### config.mk
export PLATFORM = sky130hd
export DESIGN_NAME = if_id_stage_flat
export DESIGN_NICKNAME = d
export VERILOG_FILES = /design/src/rtl/if_id_stage_pkg.sv /design/src/rtl/if_id_stage_if.sv /design/src/rtl/if_id_stage_hazard_unit.sv /design/src/rtl/if_id_stage.sv /design/src/flat_wrapper.sv
export SDC_FILE = /design/constraint.sdc
export NUM_CORES = 1
export LEC_CHECK = 0
export CELL_PAD_IN_SITES_DETAIL_PLACEMENT = 1
export CELL_PAD_IN_SITES_GLOBAL_PLACEMENT = 1
export CORE_UTILIZATION = 40
export DETAILED_ROUTE_END_ITERATION = 12
export DONT_BUFFER_PORTS = 1
export GPL_ROUTABILITY_DRIVEN = 0
export PLACE_DENSITY_LB_ADDON = 0.1
export SYNTH_ARGS = -nofsm -noshare
export SYNTH_HDL_FRONTEND = slang
export SYNTH_SLANG_ARGS = --single-unit
### constraint.sdc
create_clock -name clk -period 1.8 [get_ports clk]
set_clock_uncertainty 0.05 [all_clocks]
set_input_delay 0.18 -clock clk [delete_from_list [all_inputs] [get_ports clk]]
set_output_delay 0.18 -clock clk [all_outputs]
set_load 0.05 [all_outputs]
### src/rtl/if_id_stage_pkg.sv
// Shared definitions for the IF/ID pipeline boundary of p_cpu:
// FSM state encoding, the opcodes the hazard logic needs, and the
// helper that decides whether an instruction reads rt as a source.
package if_id_stage_pkg;

  typedef enum logic [1:0] {
    ST_BOOT  = 2'd0,
    ST_RUN   = 2'd1,
    ST_STALL = 2'd2
  } state_e;

  localparam logic [5:0] OP_ALUOP = 6'b000000;
  localparam logic [5:0] OP_BEQ   = 6'b000100;
  localparam logic [5:0] OP_BNE   = 6'b000101;
  localparam logic [5:0] OP_SW    = 6'b101011;

  // R-type ALU ops, branches and stores read rt; everything else
  // (immediates, loads, jumps) uses rt as a destination or not at all.
  function automatic logic op_uses_rt(input logic [5:0] op);
    case (op)
      OP_ALUOP, OP_BEQ, OP_BNE, OP_SW: return 1'b1;
      default:                         return 1'b0;
    endcase
  endfunction

endpackage

### src/rtl/if_id_stage_if.sv
// Bus between the fetch/execute side of the pipeline (master) and the
// IF/ID boundary register (slave). Clock and reset stay plain ports.
interface if_id_stage_if #(
  parameter int CNT_W = 16
);

  logic [31:0]      if_inst;
  logic [31:0]      if_pc4;
  logic             ctrl_branch;
  logic             ex_mem_read;
  logic [4:0]       ex_rt;

  logic [31:0]      id_inst;
  logic [31:0]      id_pc4;
  logic             id_valid;
  logic             if_wpcir;
  logic             ex_bubble;
  logic [CNT_W-1:0] stall_cnt;
  logic [CNT_W-1:0] flush_cnt;

  modport master (
    output if_inst, if_pc4, ctrl_branch, ex_mem_read, ex_rt,
    input  id_inst, id_pc4, id_valid, if_wpcir, ex_bubble,
           stall_cnt, flush_cnt
  );

  modport slave (
    input  if_inst, if_pc4, ctrl_branch, ex_mem_read, ex_rt,
    output id_inst, id_pc4, id_valid, if_wpcir, ex_bubble,
           stall_cnt, flush_cnt
  );

endinterface

### src/rtl/if_id_stage_hazard_unit.sv
// Load-use hazard detection between the instruction held in ID and a
// load sitting in EX. Purely combinational so a later forwarding unit
// can reuse it unchanged.
module hazard_unit
  import if_id_stage_pkg::*;
(
  input  logic       enable,
  input  logic       id_valid,
  input  logic [5:0] id_op,
  input  logic [4:0] id_rs,
  input  logic [4:0] id_rt,
  input  logic       ex_mem_read,
  input  logic [4:0] ex_rt,
  output logic       hz
);

  logic uses_rt;
  logic rs_match;
  logic rt_match;

  assign uses_rt  = op_uses_rt(id_op);
  assign rs_match = (ex_rt == id_rs);
  assign rt_match = uses_rt && (ex_rt == id_rt);

  // A load into $zero never produces a real value, so it cannot create a hazard.
  assign hz = enable && id_valid && ex_mem_read && (ex_rt != 5'd0) &&
              (rs_match || rt_match);

endmodule

### src/rtl/if_id_stage.sv
// IF/ID pipeline register of p_cpu. Captures the fetched instruction and
// PC+1, stalls fetch on load-use hazards, squashes on branch/jump
// resolution in ID, and requests a bubble in EX while stalled.
// Optional build macro IFID_PERF_EN adds saturating stall/flush counters;
// without it the counter outputs are tied to zero.
module if_id_stage
  import if_id_stage_pkg::*;
#(
  parameter logic [31:0] NOP_INST = 32'h0000_0000,
  parameter int          CNT_W    = 16
) (
  input  logic        clk,
  input  logic        rst,
  if_id_stage_if.slave bus
);

  state_e      state;
  logic [31:0] id_inst_q;
  logic [31:0] id_pc4_q;
  logic        id_valid_q;
  logic        hz;
  logic        active;
  logic        flush_evt;

  assign active = (state != ST_BOOT);

  hazard_unit u_hazard (
    .enable      (active),
    .id_valid    (id_valid_q),
    .id_op       (id_inst_q[31:26]),
    .id_rs       (id_inst_q[25:21]),
    .id_rt       (id_inst_q[20:16]),
    .ex_mem_read (bus.ex_mem_read),
    .ex_rt       (bus.ex_rt),
    .hz          (hz)
  );

  // A stalled branch has not resolved yet, so the stall outranks the flush.
  assign flush_evt = active && !hz && bus.ctrl_branch;

  // FSM and IF/ID registers: hold on hazard, squash on branch, else capture.
  // NOTE: sequential state uses non-blocking (<=) so every flop samples
  // pre-edge values regardless of statement order.
  always_ff @(posedge clk or negedge rst) begin
    if (!rst) begin
      state      <= ST_BOOT;
      id_inst_q  <= NOP_INST;
      id_pc4_q   <= 32'd0;
      id_valid_q <= 1'b0;
    end else begin
      case (state)
        ST_BOOT: begin
          state <= ST_RUN;
        end
        default: begin
          state <= hz ? ST_STALL : ST_RUN;
          if (hz) begin
            id_inst_q  <= id_inst_q;
            id_pc4_q   <= id_pc4_q;
            id_valid_q <= id_valid_q;
          end else if (bus.ctrl_branch) begin
            id_inst_q  <= NOP_INST;
            id_pc4_q   <= bus.if_pc4;
            id_valid_q <= 1'b0;
          end else begin
            id_inst_q  <= bus.if_inst;
            id_pc4_q   <= bus.if_pc4;
            id_valid_q <= 1'b1;
          end
        end
      endcase
    end
  end

  assign bus.id_inst   = id_inst_q;
  assign bus.id_pc4    = id_pc4_q;
  assign bus.id_valid  = id_valid_q;
  assign bus.if_wpcir  = hz;
  assign bus.ex_bubble = hz;

`ifdef IFID_PERF_EN
  logic [CNT_W-1:0] stall_cnt_q;
  logic [CNT_W-1:0] flush_cnt_q;

  // Saturating event counters: stall cycles and branch flushes.
  always_ff @(posedge clk or negedge rst) begin
    if (!rst) begin
      stall_cnt_q <= '0;
      flush_cnt_q <= '0;
    end else begin
      if (hz && (stall_cnt_q != '1))
        stall_cnt_q <= stall_cnt_q + 1'b1;
      if (flush_evt && (flush_cnt_q != '1))
        flush_cnt_q <= flush_cnt_q + 1'b1;
    end
  end

  assign bus.stall_cnt = stall_cnt_q;
  assign bus.flush_cnt = flush_cnt_q;
`else
  logic unused_flush;
  assign unused_flush  = flush_evt;
  assign bus.stall_cnt = '0;
  assign bus.flush_cnt = '0;
`endif

endmodule

### src/flat_wrapper.sv
// flat-port wrapper written by rule: the top's interface ports become plain ports
module if_id_stage_flat import if_id_stage_pkg::*;
#(
  parameter logic [31:0] NOP_INST = 32'h0000_0000,
  parameter int          CNT_W    = 16
)
  (clk, rst, bus_if_inst, bus_if_pc4, bus_ctrl_branch, bus_ex_mem_read, bus_ex_rt, bus_id_inst, bus_id_pc4, bus_id_valid, bus_if_wpcir, bus_ex_bubble, bus_stall_cnt, bus_flush_cnt);
  if_id_stage_if #(.CNT_W(CNT_W)) bus_i ();
  input  logic clk;
  input  logic rst;
  input wire logic [$bits(bus_i.if_inst)-1:0] bus_if_inst;
  input wire logic [$bits(bus_i.if_pc4)-1:0] bus_if_pc4;
  input wire logic [$bits(bus_i.ctrl_branch)-1:0] bus_ctrl_branch;
  input wire logic [$bits(bus_i.ex_mem_read)-1:0] bus_ex_mem_read;
  input wire logic [$bits(bus_i.ex_rt)-1:0] bus_ex_rt;
  output wire logic [$bits(bus_i.id_inst)-1:0] bus_id_inst;
  output wire logic [$bits(bus_i.id_pc4)-1:0] bus_id_pc4;
  output wire logic [$bits(bus_i.id_valid)-1:0] bus_id_valid;
  output wire logic [$bits(bus_i.if_wpcir)-1:0] bus_if_wpcir;
  output wire logic [$bits(bus_i.ex_bubble)-1:0] bus_ex_bubble;
  output wire logic [$bits(bus_i.stall_cnt)-1:0] bus_stall_cnt;
  output wire logic [$bits(bus_i.flush_cnt)-1:0] bus_flush_cnt;
  assign bus_i.if_inst = bus_if_inst;
  assign bus_i.if_pc4 = bus_if_pc4;
  assign bus_i.ctrl_branch = bus_ctrl_branch;
  assign bus_i.ex_mem_read = bus_ex_mem_read;
  assign bus_i.ex_rt = bus_ex_rt;
  assign bus_id_inst = bus_i.id_inst;
  assign bus_id_pc4 = bus_i.id_pc4;
  assign bus_id_valid = bus_i.id_valid;
  assign bus_if_wpcir = bus_i.if_wpcir;
  assign bus_ex_bubble = bus_i.ex_bubble;
  assign bus_stall_cnt = bus_i.stall_cnt;
  assign bus_flush_cnt = bus_i.flush_cnt;
  if_id_stage #(.NOP_INST(NOP_INST), .CNT_W(CNT_W)) u_core (.clk(clk), .rst(rst), .bus(bus_i));
endmodule
==> qor.csv, run 1 <==
stage;metric;value;unit
route;routed wire length;7000;um
critical_path;crit end category;flip-flop;
cells_and_area;multi-input combinational cell area;1460;sq um
cts;cts bufs inserted;9;
timing;final hold slack;0.0603;ns
floorplan;Starting Density;0.413;
route;Pre-antenna DRT Iters;4;
critical_path;cells on worst reg2reg path;6;
cells_and_area;sequential cell area;1680;sq um
synthesis;Synth Instances;236;
min_path;Hold Path Origin;bus_ctrl_branch;
timing;final worst-path cycle share;1.21;
synthesis;Post-Syn Area;3370;sq um
cts;clock root cell;clkbuf_8;
critical_path;worst path required time;1.97;ns
synthesis;top cells by area, synth;dfrtp_1 (50%), mux2_4 (22%), buf_4 (7.6%);
floorplan;Die Footprint;8800;sq um
timing;Slew @ Worst Pin;0.512;ns
cts;clk slew on worst S/H paths;0.08;ns
critical_path;Crit Path Category;flip-flop to flip-flop;
timing;final hold vios;0;
critical_path;CP max FO;30;
pwr;Leak;1.92;nW
placement;pre-CTS setup slack;-0.359;ns
critical_path;CP max-delay cell;dfrtp_2;
critical_path;Critical path buffers and inverters;1;
synthesis;most frequent cells after synthesis;dfrtp_1 (67), mux2_4 (49), buf_4 (34);
synthesis;area leader, netlist;dfrtp_1;
placement;DP HPWL;4430;um
critical_path;CP arrival;2.35;ns
synthesis;Post-synth EDFFs;0;
global_route;largest net degree at the start of global routing;68;
timing;final worst path period need;2.18;ns
route;drt wl/cell;17.1;um
min_path;hold depth;2;
critical_path;worst reg2reg startpoint;u_core.bus.id_inst[27];
min_path;class of the worst hold path;input port to flip-flop;
synthesis;fraction of registers with async set/reset;1.00;
critical_path;nature of the critical path startpoint;flip-flop;
cells_and_area;fin area;4200;sq um
global_route;first-pass GRT wire length;10100;um
pwr;peak supply drop;0.372;mV
route;number of DRC markers in iteration 0;50;
synthesis;most common cell in the netlist;dfrtp_1;
cells_and_area;Area growth syn-to-layout;24.5;%
floorplan;Row Count;33;
floorplan;Die Wd;93.8;um
cts;later-pin clock latency in the skew report;0.34;ns
cts;H-Tree Depth;3;
synthesis;Synth Warn #;0;
route;Vias;1886;
critical_path;WP depth;6;
synthesis;Avg Synthesized Cell Area;14.3;sq um
placement;I/O Buffers;0;
synthesis;share of the synthesized area in the top cell type;0.497;
placement;post-place instance area;3480;sq um
cells_and_area;Post-layout nets;372;
critical_path;Reg-to-Reg End;u_core.bus.id_pc4[10];
floorplan;IO Pins;172;
cts;clock tree sinks;67;
global_route;vias in the first global route;1925;
run_status;outcome;finished, violations left;
timing;number of setup violations in the final report;67;
critical_path;crit-path max cell delay;0.40;ns
critical_path;crit-path cells;or3_1 > mux2i_1 > nand4_1 > o211ai_4 > buf_12 > mux2_2;
critical_path;delay-heaviest family, CP;multiplexers;
floorplan;core area;8180;sq um
route;drt drc;0;
global_route;gr ovfl total;0;
synthesis;ys flop type;dfrtp_1;
run;max_cap viols;0;
min_path;Hold EP;u_core.bus.id_inst[27];
critical_path;R2R Setup Slk;-0.38;ns
route;Final ANT Viol Nets;0;
floorplan;chip height;93.8;um
timing;fin. max-slew vios;0;
cells_and_area;fillers;848;
cts;TritonCTS clock tree;done;
synthesis;#FFs+latches synth;67;
run_status;failing checks;negative setup slack;
synthesis;Distinct cells, synth;23;
route;vias per cell;4.60;
cells_and_area;layout cells sized above 1;0.385;
synthesis;sequential cell area fraction in the yosys report;0.497;
global_route;antenna violations before repair;1;
timing;RSZ-0062 raised after global routing;true;
timing;worst setup margin;-0.378;ns
timing;Max-slew headroom;0.658;
global_route;Tot GR Track Use;0.157;
timing;fmax;459;MHz
pwr;Power Density;934;nW/um^2
cts;Clock Tree Buf Depth;2;
cells by family (layout without fill, tap and decap cells):
group	Yosys count	count (layout)	synth area share
xor gates and xnor gates	10	10	0.0260
DFF	67	67	0.497
other	1	33	0.00111
buffers and inverters	45	82	0.117
AOI/OAI and AO/OA	3	3	0.00742
and+or+nand+nor	44	44	0.0775
muxes	66	66	0.274
power breakdown:
part	switching [mW]	internal, mW	total (mW)	leakage (nW)
combinational	0.369	0.267	0.636	1.00
sequential	0.315	1.59	1.91	0.812
clock	0.593	0.783	1.38	0.103
total	1.28	2.64	3.92	1.92
worst register-to-register path, cell delays in order, from the launching register on:
cell      delay [ns]
dfrtp_2         0.40
or3_1           0.36
mux2i_1         0.21
nand4_1         0.20
o211ai_4        0.19
buf_12          0.27
mux2_2          0.39
layout make-up:
cell class	instances	area share
repair buffers	64	0.166
clock inverters	6	0.0212
flip-flops and latches	67	0.401
clock buffers	10	0.0304
diodes	1	0.000596
well taps	105	0.0313
inverters	2	0.00179
multi-input cells	155	0.348
state kept, by name (all words and copies together), names as in the netlist:
| register | cells |
|---|---|
| u_core.bus.id_inst | 32 |
| u_core.bus.id_pc4 | 32 |
| u_core.bus.id_valid | 1 |
| u_core.state | 2 |
per-stage QoR:
stage          power [mW]   util  TNS, ns  std cells
5_1_grt              4.08  0.514   -27.02        410
6_report             3.92  0.514   -20.94        410
3_5_place_dp         2.46  0.425   -20.00        354
4_1_cts              3.95  0.500   -21.29        405
2_1_floorplan        2.44      -   -18.18        267
3_3_place_gp         2.45  0.425   -19.40        354
how the worst max path moves through the flow:
stage                           startpoint                endpoint
finish              u_core.bus.id_inst[27]   u_core.bus.id_pc4[10]
global route        u_core.bus.id_inst[27]   u_core.bus.id_pc4[22]
CTS                 u_core.bus.id_inst[27]           bus_ex_bubble
detailed placement  u_core.bus.id_inst[31]   u_core.bus.id_pc4[10]
global placement    u_core.bus.id_inst[31]   u_core.bus.id_pc4[20]
floorplan           u_core.bus.id_inst[31]  u_core.bus.id_inst[16]
layer usage:
metal / global-route usage / wire length [um] / share of wire
met1: 0.190 / 2840 / 0.41
met2: 0.245 / 3410 / 0.49
met3: 0.0566 / 629 / 0.090
met4: 0.0769 / 120 / 0.017
met5: 0 / 0 / 0
layout by cell type, fill, tap and decap left out, types with 2 or more instances in the layout:
cell and count:
nor2b_1 32, dfrtp_2 6, clkinvlp_4 2, inv_1 2
xnor2_1 2, nor2_1 2, clkbuf_8 9, buf_12 6
nand4_1 2, buf_4 21, nor3_1 2, clkbuf_16 2
bufinv_16 2, xor2_1 8, conb_1 32, mux2_4 56
dlygate4sd3_1 34, mux2i_1 2, mux2_2 8, dfrtp_1 61
what timing repair did:
| item | CTS | global route |
|---|---|---|
| gates cloned | 0 | 3 |
| setup buffers | 0 | 1 |
| hold buffers | 35 | 0 |
| endpoints found under the hold margin | 100 | 0 |
| gates resized for setup | 5 | 8 |
| setup endpoints to repair | 67 | 67 |
| pin swaps | 3 | 0 |
(Power assumes the default switching activity.)
==> run 2, diff against run 1 <==
--- a/config.mk
+++ b/config.mk
@@ -7,7 +7,7 @@
 export LEC_CHECK = 0
 export CELL_PAD_IN_SITES_DETAIL_PLACEMENT = 1
 export CELL_PAD_IN_SITES_GLOBAL_PLACEMENT = 1
-export CORE_UTILIZATION = 40
+export CORE_UTILIZATION = 39
 export DETAILED_ROUTE_END_ITERATION = 12
 export DONT_BUFFER_PORTS = 1
 export GPL_ROUTABILITY_DRIVEN = 0
==> qor.csv, run 2 (same netlist as run 1, synthesis figures left out) <==
stage;metric;value;unit;change
cts;cts bufs inserted;9;;unchanged
pwr;Power Density;870;nW/um^2;was 934 nW/um^2
run;max_cap viols;0;;unchanged
floorplan;Row Count;33;;unchanged
route;Vias;1918;;was 1886
global_route;vias in the first global route;2033;;was 1925
critical_path;nature of the critical path startpoint;flip-flop;;unchanged
cells_and_area;commonest cells after routing, fill and taps aside;mux2_4 (64), dfrtp_1 (61), dlygate4sd3_1 (34);;was dfrtp_1 (61), mux2_4 (56), dlygate4sd3_1 (34)
critical_path;crit end category;flip-flop;;unchanged
cts;clock root cell;clkbuf_8;;unchanged
critical_path;CP max FO;6;;was 30
timing;setup_tns;-25.85;ns;was -20.94 ns
global_route;antenna violations before repair;0;;was 1
route;routed wire length;7430;um;was 7000 um
cells_and_area;most common cell after layout, fill and taps aside;mux2_4;;was dfrtp_1
run_status;outcome;finished, violations left;;unchanged
cells_and_area;Non-Filler Instances;417;;was 410
cells_and_area;layout cells sized above 1;0.401;;was 0.385
critical_path;CP max-delay cell;dfrtp_2;;unchanged
critical_path;worst reg2reg startpoint;u_core.bus.id_inst[31];;was u_core.bus.id_inst[27]
floorplan;Die Footprint;9030;sq um;was 8800 sq um
route;number of DRC markers in iteration 0;41;;was 50
timing;fin. max-slew vios;0;;unchanged
cts;TritonCTS clock tree;done;;unchanged
cts;H-Tree Depth;3;;unchanged
cells_and_area;fillers;827;;was 848
timing;final worst-path cycle share;1.24;;was 1.21
min_path;class of the worst hold path;input port to flip-flop;;unchanged
timing;number of setup violations in the final report;67;;unchanged
pwr;total power;3.76;mW;was 3.92 mW
critical_path;crit-path cells;or3_1 > mux2i_2 > nand4_1 > buf_4 > o211ai_4 > buf_6 > clkbuf_16 > mux2_4;;was or3_1 > mux2i_1 > nand4_1 > o211ai_4 > buf_12 > mux2_2
critical_path;cells on worst reg2reg path;8;;was 6
timing;Max-slew headroom;0.661;;was 0.658
placement;I/O Buffers;0;;unchanged
global_route;gr ovfl total;0;;unchanged
critical_path;worst path required time;1.95;ns;was 1.97 ns
critical_path;Crit Path Category;flip-flop to flip-flop;;unchanged
cts;later-pin clock latency in the skew report;0.32;ns;was 0.34 ns
critical_path;CP arrival;2.37;ns;was 2.35 ns
placement;DP HPWL;4560;um;was 4430 um
critical_path;R2R Setup Slk;-0.43;ns;was -0.38 ns
timing;RSZ-0062 raised after global routing;true;;unchanged
timing;final worst path period need;2.23;ns;was 2.18 ns
route;Pre-antenna DRT Iters;4;;unchanged
cells_and_area;Area growth syn-to-layout;28.2;%;was 24.5%
critical_path;Critical path buffers and inverters;3;;was 1
floorplan;Starting Density;0.406;;was 0.413
global_route;Tot GR Track Use;0.165;;was 0.157
critical_path;WP depth;8;;was 6
timing;fmax;449;MHz;was 459 MHz
placement;Cells after DPL;355;;was 354
timing;final hold vios;0;;unchanged
cells_and_area;Post-layout nets;380;;was 372
cts;clk slew on worst S/H paths;0.08;ns;about the same
critical_path;critical path endpoint;u_core.bus.id_pc4[19];;was u_core.bus.id_pc4[10]
route;drt drc;0;;unchanged
critical_path;Reg-to-Reg End;u_core.bus.id_pc4[19];;was u_core.bus.id_pc4[10]
cells_and_area;diode count;0;;was 1
pwr;peak supply drop;0.337;mV;was 0.372 mV
placement;pre-CTS setup slack;-0.383;ns;was -0.359 ns
cts;clock tree sinks;67;;unchanged
floorplan;Die Wd;95;um;was 93.8 um
critical_path;delay-heaviest family, CP;simple AND/OR/NAND/NOR gates;;was multiplexers
global_route;first-pass GRT wire length;11000;um;was 10100 um
cts;Clock Tree Buf Depth;2;;unchanged
floorplan;IO Pins;172;;unchanged
pwr;Leak;2.00;nW;was 1.92 nW
floorplan;core area;8300;sq um;was 8180 sq um
floorplan;chip height;95;um;was 93.8 um
run_status;failing checks;negative setup slack;;unchanged
critical_path;crit-path max cell delay;0.40;ns;about the same
timing;Slew @ Worst Pin;0.508;ns;was 0.512 ns
timing;worst setup margin;-0.427;ns;was -0.378 ns
critical_path;Critical Path Source;u_core.bus.id_inst[31];;was u_core.bus.id_inst[27]
global_route;largest net degree at the start of global routing;68;;unchanged
route;drt wl/cell;17.8;um;was 17.1 um
route;Final ANT Viol Nets;0;;unchanged
route;vias per cell;4.60;;about the same
==> run 2: changes by cell type in the layout (fill, tap and decap cells not counted), sizes merged <==
| cell | previous run | this run |
|---|---|---|
| clkbuf | 12 | 13 |
| bufinv | 2 | 1 |
| clkinvlp | 2 | 0 |
| inv | 3 | 2 |
| buf | 28 | 36 |
| diode | 1 | 0 |
| clkinv | 1 | 4 |
==> run 2: metrics by stage <==
step	area (sq um)	utilization	hold WS, ns
after global routing	4330	0.521	0.0593
after detailed placement	3510	0.423	-0.164
after CTS	4240	0.511	0.0366
after global placement	3510	0.423	-0.164
final	4330	0.521	0.0751
after floorplan	3500	-	-0.166
==> run 2: report_power, final <==
part	internal, mW	switching [mW]
logic	0.288	0.377
clock network	0.637	0.553
registers	1.59	0.316
==> run 2: timing repair <==
item | in CTS | in global routing
hold buffers | 35 | 0
endpoints found under the setup margin | 67 | 67
hold endpoints to repair | 100 | 0
gates cloned | 3 | 2
pin swaps | 1 | 1
setup buffers | 6 | 0
gates resized for setup | 15 | 10
==> run 2: final cells by class <==
| type | count | area (sq um) | share of cell area |
|---|---|---|---|
| Sequential cell | 67 | 1680 | 0.389 |
| Multi-Input combinational cell | 155 | 1500 | 0.346 |
| Timing Repair Buffer | 72 | 822 | 0.190 |
| Clock buffer | 11 | 131 | 0.0304 |
| Tap cell | 105 | 131 | 0.0304 |
| Clock inverter | 5 | 53.8 | 0.0124 |
| Inverter | 2 | 7.51 | 0.00174 |
==> run 2: worst min-delay path by stage <==
stage                               start  cells past startpoint  slack [ns]                endpoint
after global placement                rst                      0       -0.16    u_core.bus.id_pc4[6]
final                     bus_if_inst[16]                      2        0.08  u_core.bus.id_inst[16]
after floorplan                       rst                      0       -0.17   u_core.bus.id_inst[0]
after global routing      bus_ctrl_branch                      2        0.06  u_core.bus.id_inst[16]
after CTS                 bus_ctrl_branch                      2        0.04  u_core.bus.id_inst[26]
after detailed placement              rst                      0       -0.16    u_core.bus.id_pc4[0]
==> run 2: layer usage <==
layer  global-route usage  wire length (um)  part of all wire
met5                    0                 0                 0
met4               0.0606                32            0.0043
met3               0.0572               687             0.093
met2                0.272              3720              0.50
met1                0.199              2990              0.40
==> run 2: worst register-to-register path, cell delays in order (launching register included) <==
cell and delay [ns]:
dfrtp_2 0.40, or3_1 0.38, mux2i_2 0.21, nand4_1 0.16, buf_4 0.17, o211ai_4 0.10
buf_6 0.18, clkbuf_16 0.16, mux2_4 0.30
==> run 3, diff against run 2 <==
--- a/config.mk
+++ b/config.mk
@@ -11,6 +11,7 @@
 export DETAILED_ROUTE_END_ITERATION = 12
 export DONT_BUFFER_PORTS = 1
 export GPL_ROUTABILITY_DRIVEN = 0
+export GPL_TIMING_DRIVEN = 0
 export PLACE_DENSITY_LB_ADDON = 0.1
 export SYNTH_ARGS = -nofsm -noshare
 export SYNTH_HDL_FRONTEND = slang
==> qor.csv, run 3 (same netlist as run 1, synthesis figures left out) <==
stage;metric;value;unit;change
run_status;outcome;finished, violations left;;unchanged
run_status;failing checks;negative setup slack;;unchanged
cells_and_area;fillers;844;;was 827
cts;clock tree sinks;67;;unchanged
timing;worst setup margin;-0.556;ns;was -0.427 ns
pwr;P_sw;1.25;mW;about the same
cells_and_area;Area growth syn-to-layout;27.2;%;was 28.2%
critical_path;Critical path buffers and inverters;2;;was 3
critical_path;crit-path cells;or3_1 > mux2i_1 > nand4_1 > buf_6 > nand2_4 > buf_8;;was or3_1 > mux2i_2 > nand4_1 > buf_4 > o211ai_4 > buf_6 > clkbuf_16 > mux2_4
global_route;vias in the first global route;2078;;was 2033
timing;final worst-path cycle share;1.31;;was 1.24
global_route;largest net degree at the start of global routing;68;;unchanged
global_route;Tot GR Track Use;0.168;;was 0.165
placement;pre-CTS setup slack;-0.545;ns;was -0.383 ns
placement;I/O Buffers;0;;unchanged
cts;TritonCTS clock tree;done;;unchanged
cts;later-pin clock latency in the skew report;0.34;ns;was 0.32 ns
critical_path;delay-heaviest family, CP;simple AND/OR/NAND/NOR gates;;unchanged
timing;RSZ-0062 raised after global routing;true;;unchanged
floorplan;Row Count;33;;unchanged
pwr;peak supply drop;0.400;mV;was 0.337 mV
timing;Slew @ Worst Pin;0.555;ns;was 0.508 ns
global_route;gr ovfl total;0;;unchanged
floorplan;Die Footprint;9030;sq um;unchanged
global_route;first-pass GRT wire length;11100;um;was 11000 um
pwr;Power Density;902;nW/um^2;was 870 nW/um^2
route;routed wire length;7500;um;was 7430 um
cells_and_area;Final Core Density;0.517;;was 0.521
min_path;hold depth;2;;unchanged
floorplan;Die Wd;95;um;unchanged
critical_path;nature of the critical path startpoint;flip-flop;;unchanged
placement;post-place instance area;3630;sq um;was 3510 sq um
critical_path;WP depth;6;;was 8
pwr;total power;3.87;mW;was 3.76 mW
pwr;Clock power frac;0.334;;was 0.316
route;Pre-antenna DRT Iters;4;;unchanged
critical_path;cells on worst reg2reg path;8;;unchanged
critical_path;worst path required time;1.57;ns;was 1.95 ns
critical_path;CP max FO;4;;was 6
route;vias per cell;4.58;;was 4.60
cells_and_area;fin area;4290;sq um;was 4330 sq um
critical_path;crit end category;output pin;;was flip-flop
pwr;Leak;1.99;nW;was 2.00 nW
placement;DP HPWL;4910;um;was 4560 um
pwr;Sequential Power Share;0.519;;was 0.507
cts;clk slew on worst S/H paths;0.08;ns;about the same
run;max_cap viols;0;;unchanged
critical_path;CP max-delay cell;dfrtp_2;;unchanged
route;Vias;1942;;was 1918
cells_and_area;most common cell after layout, fill and taps aside;dfrtp_1;;was mux2_4
cts;clock root cell;clkbuf_8;;unchanged
floorplan;core area;8300;sq um;unchanged
cells_and_area;layout cells sized above 1;0.423;;was 0.401
min_path;class of the worst hold path;input port to flip-flop;;unchanged
cts;Clock Tree Buf Depth;2;;unchanged
timing;final hold slack;0.0593;ns;was 0.0751 ns
critical_path;crit-path max cell delay;0.53;ns;was 0.40 ns
critical_path;CP arrival;2.13;ns;was 2.37 ns
route;Final ANT Viol Nets;0;;unchanged
floorplan;chip height;95;um;unchanged
cells_and_area;Post-layout nets;388;;was 380
floorplan;Starting Density;0.406;;unchanged
pwr;Pint;2.62;mW;was 2.52 mW
route;number of DRC markers in iteration 0;37;;was 41
cts;H-Tree Depth;3;;unchanged
timing;fmax;424;MHz;was 449 MHz
timing;fin. max-slew vios;0;;unchanged
timing;setup_tns;-33.82;ns;was -25.85 ns
cells_and_area;diode count;0;;unchanged
route;drt drc;0;;unchanged
pwr;Comb power frac;0.146;;was 0.177
timing;final worst path period need;2.36;ns;was 2.23 ns
cells_and_area;commonest cells after routing, fill and taps aside;dfrtp_1 (56), mux2_4 (54), dlygate4sd3_1 (33);;was mux2_4 (64), dfrtp_1 (61), dlygate4sd3_1 (34)
pwr;sw frac;0.322;;was 0.331
critical_path;Crit Path Category;flip-flop to output pin;;was flip-flop to flip-flop
cts;cts bufs inserted;9;;unchanged
global_route;antenna violations before repair;0;;unchanged
placement;Cells after DPL;372;;was 355
route;drt wl/cell;17.7;um;was 17.8 um
timing;Max-slew headroom;0.630;;was 0.661
timing;final hold vios;0;;unchanged
floorplan;IO Pins;172;;unchanged
cells_and_area;Non-Filler Instances;424;;was 417
timing;number of setup violations in the final report;68;;was 67
[run 3: cell count changes in the layout (fill, tap and decap cells not counted), moves of 2 or more]
cell and change:
mux2_2 +10, mux2_4 -10, buf_4 +9, dfrtp_1 -5, dfrtp_2 +5, buf_16 -3
clkbuf_8 +3, clkbuf_1 +2, clkinv_2 -2
[run 3: power groups by stage]
| stage | Clock (mW) | Sequential [mW] | Combinational (mW) |
|---|---|---|---|
| finish | 1.29 | 2.01 | 0.566 |
| global route | 1.38 | 2.02 | 0.608 |
| CTS | 1.34 | 2.01 | 0.570 |
| detailed placement | 0 | 2.04 | 0.458 |
| global placement | 0 | 2.04 | 0.450 |
| floorplan | 0 | 2.01 | 0.429 |
[run 3: metal layers]
metal	track usage	share of wire	wire length (um)	vias up
met3	0.0652	0.10	758	12
met2	0.280	0.49	3650	104
met1	0.190	0.40	2970	949
met4	0.0758	0.017	128	0
met5	0	0	0	-
li1	-	-	-	877
[run 3: worst reg2reg max path: cells and delay by family (launching register included)]
| family | cells | cell delay, ns |
|---|---|---|
| compound gates | 1 | 0.10 |
| buf+inv | 3 | 0.50 |
| flops | 1 | 0.53 |
| mux | 2 | 0.51 |
| simple gates | 2 | 0.55 |
[run 3: final cells by class]
cell class              instances  area (sq um)  share of cell area
flip-flops and latches         67          1690               0.394
multi-input cells             155          1450               0.339
repair buffers                 38           417              0.0971
plain buffers                  42           387              0.0901
clock buffers                  13           169              0.0394
well taps                     105           131              0.0306
clock inverters                 2          35.0             0.00817
inverters                       2          7.51             0.00175
[run 3: repair_timing]
action / 4_1_cts / 5_1_grt
endpoints found under the hold margin: 99 / 0
endpoints found under the setup margin: 68 / 68
pin swaps: 2 / 0
gates cloned: 1 / 1
hold buffers: 34 / 0
resized for setup: 18 / 2
buffers inserted: 3 / 0
[run 3: final timing paths]
| path | start | end | slack, ns |
|---|---|---|---|
| setup / recovery | u_core.bus.id_inst[31] | bus_if_wpcir | -0.56 |
| hold / removal | bus_if_inst[24] | u_core.bus.id_inst[24] | 0.06 |
| setup reg to reg | u_core.bus.id_inst[31] | u_core.bus.id_pc4[25] | -0.55 |
| hold reg to reg | u_core.bus.id_valid | u_core.bus.id_valid | 0.67 |
| max in group asynchronous | rst | u_core.bus.id_inst[31] | 1.06 |
| min in group asynchronous | rst | u_core.bus.id_pc4[6] | 0.32 |
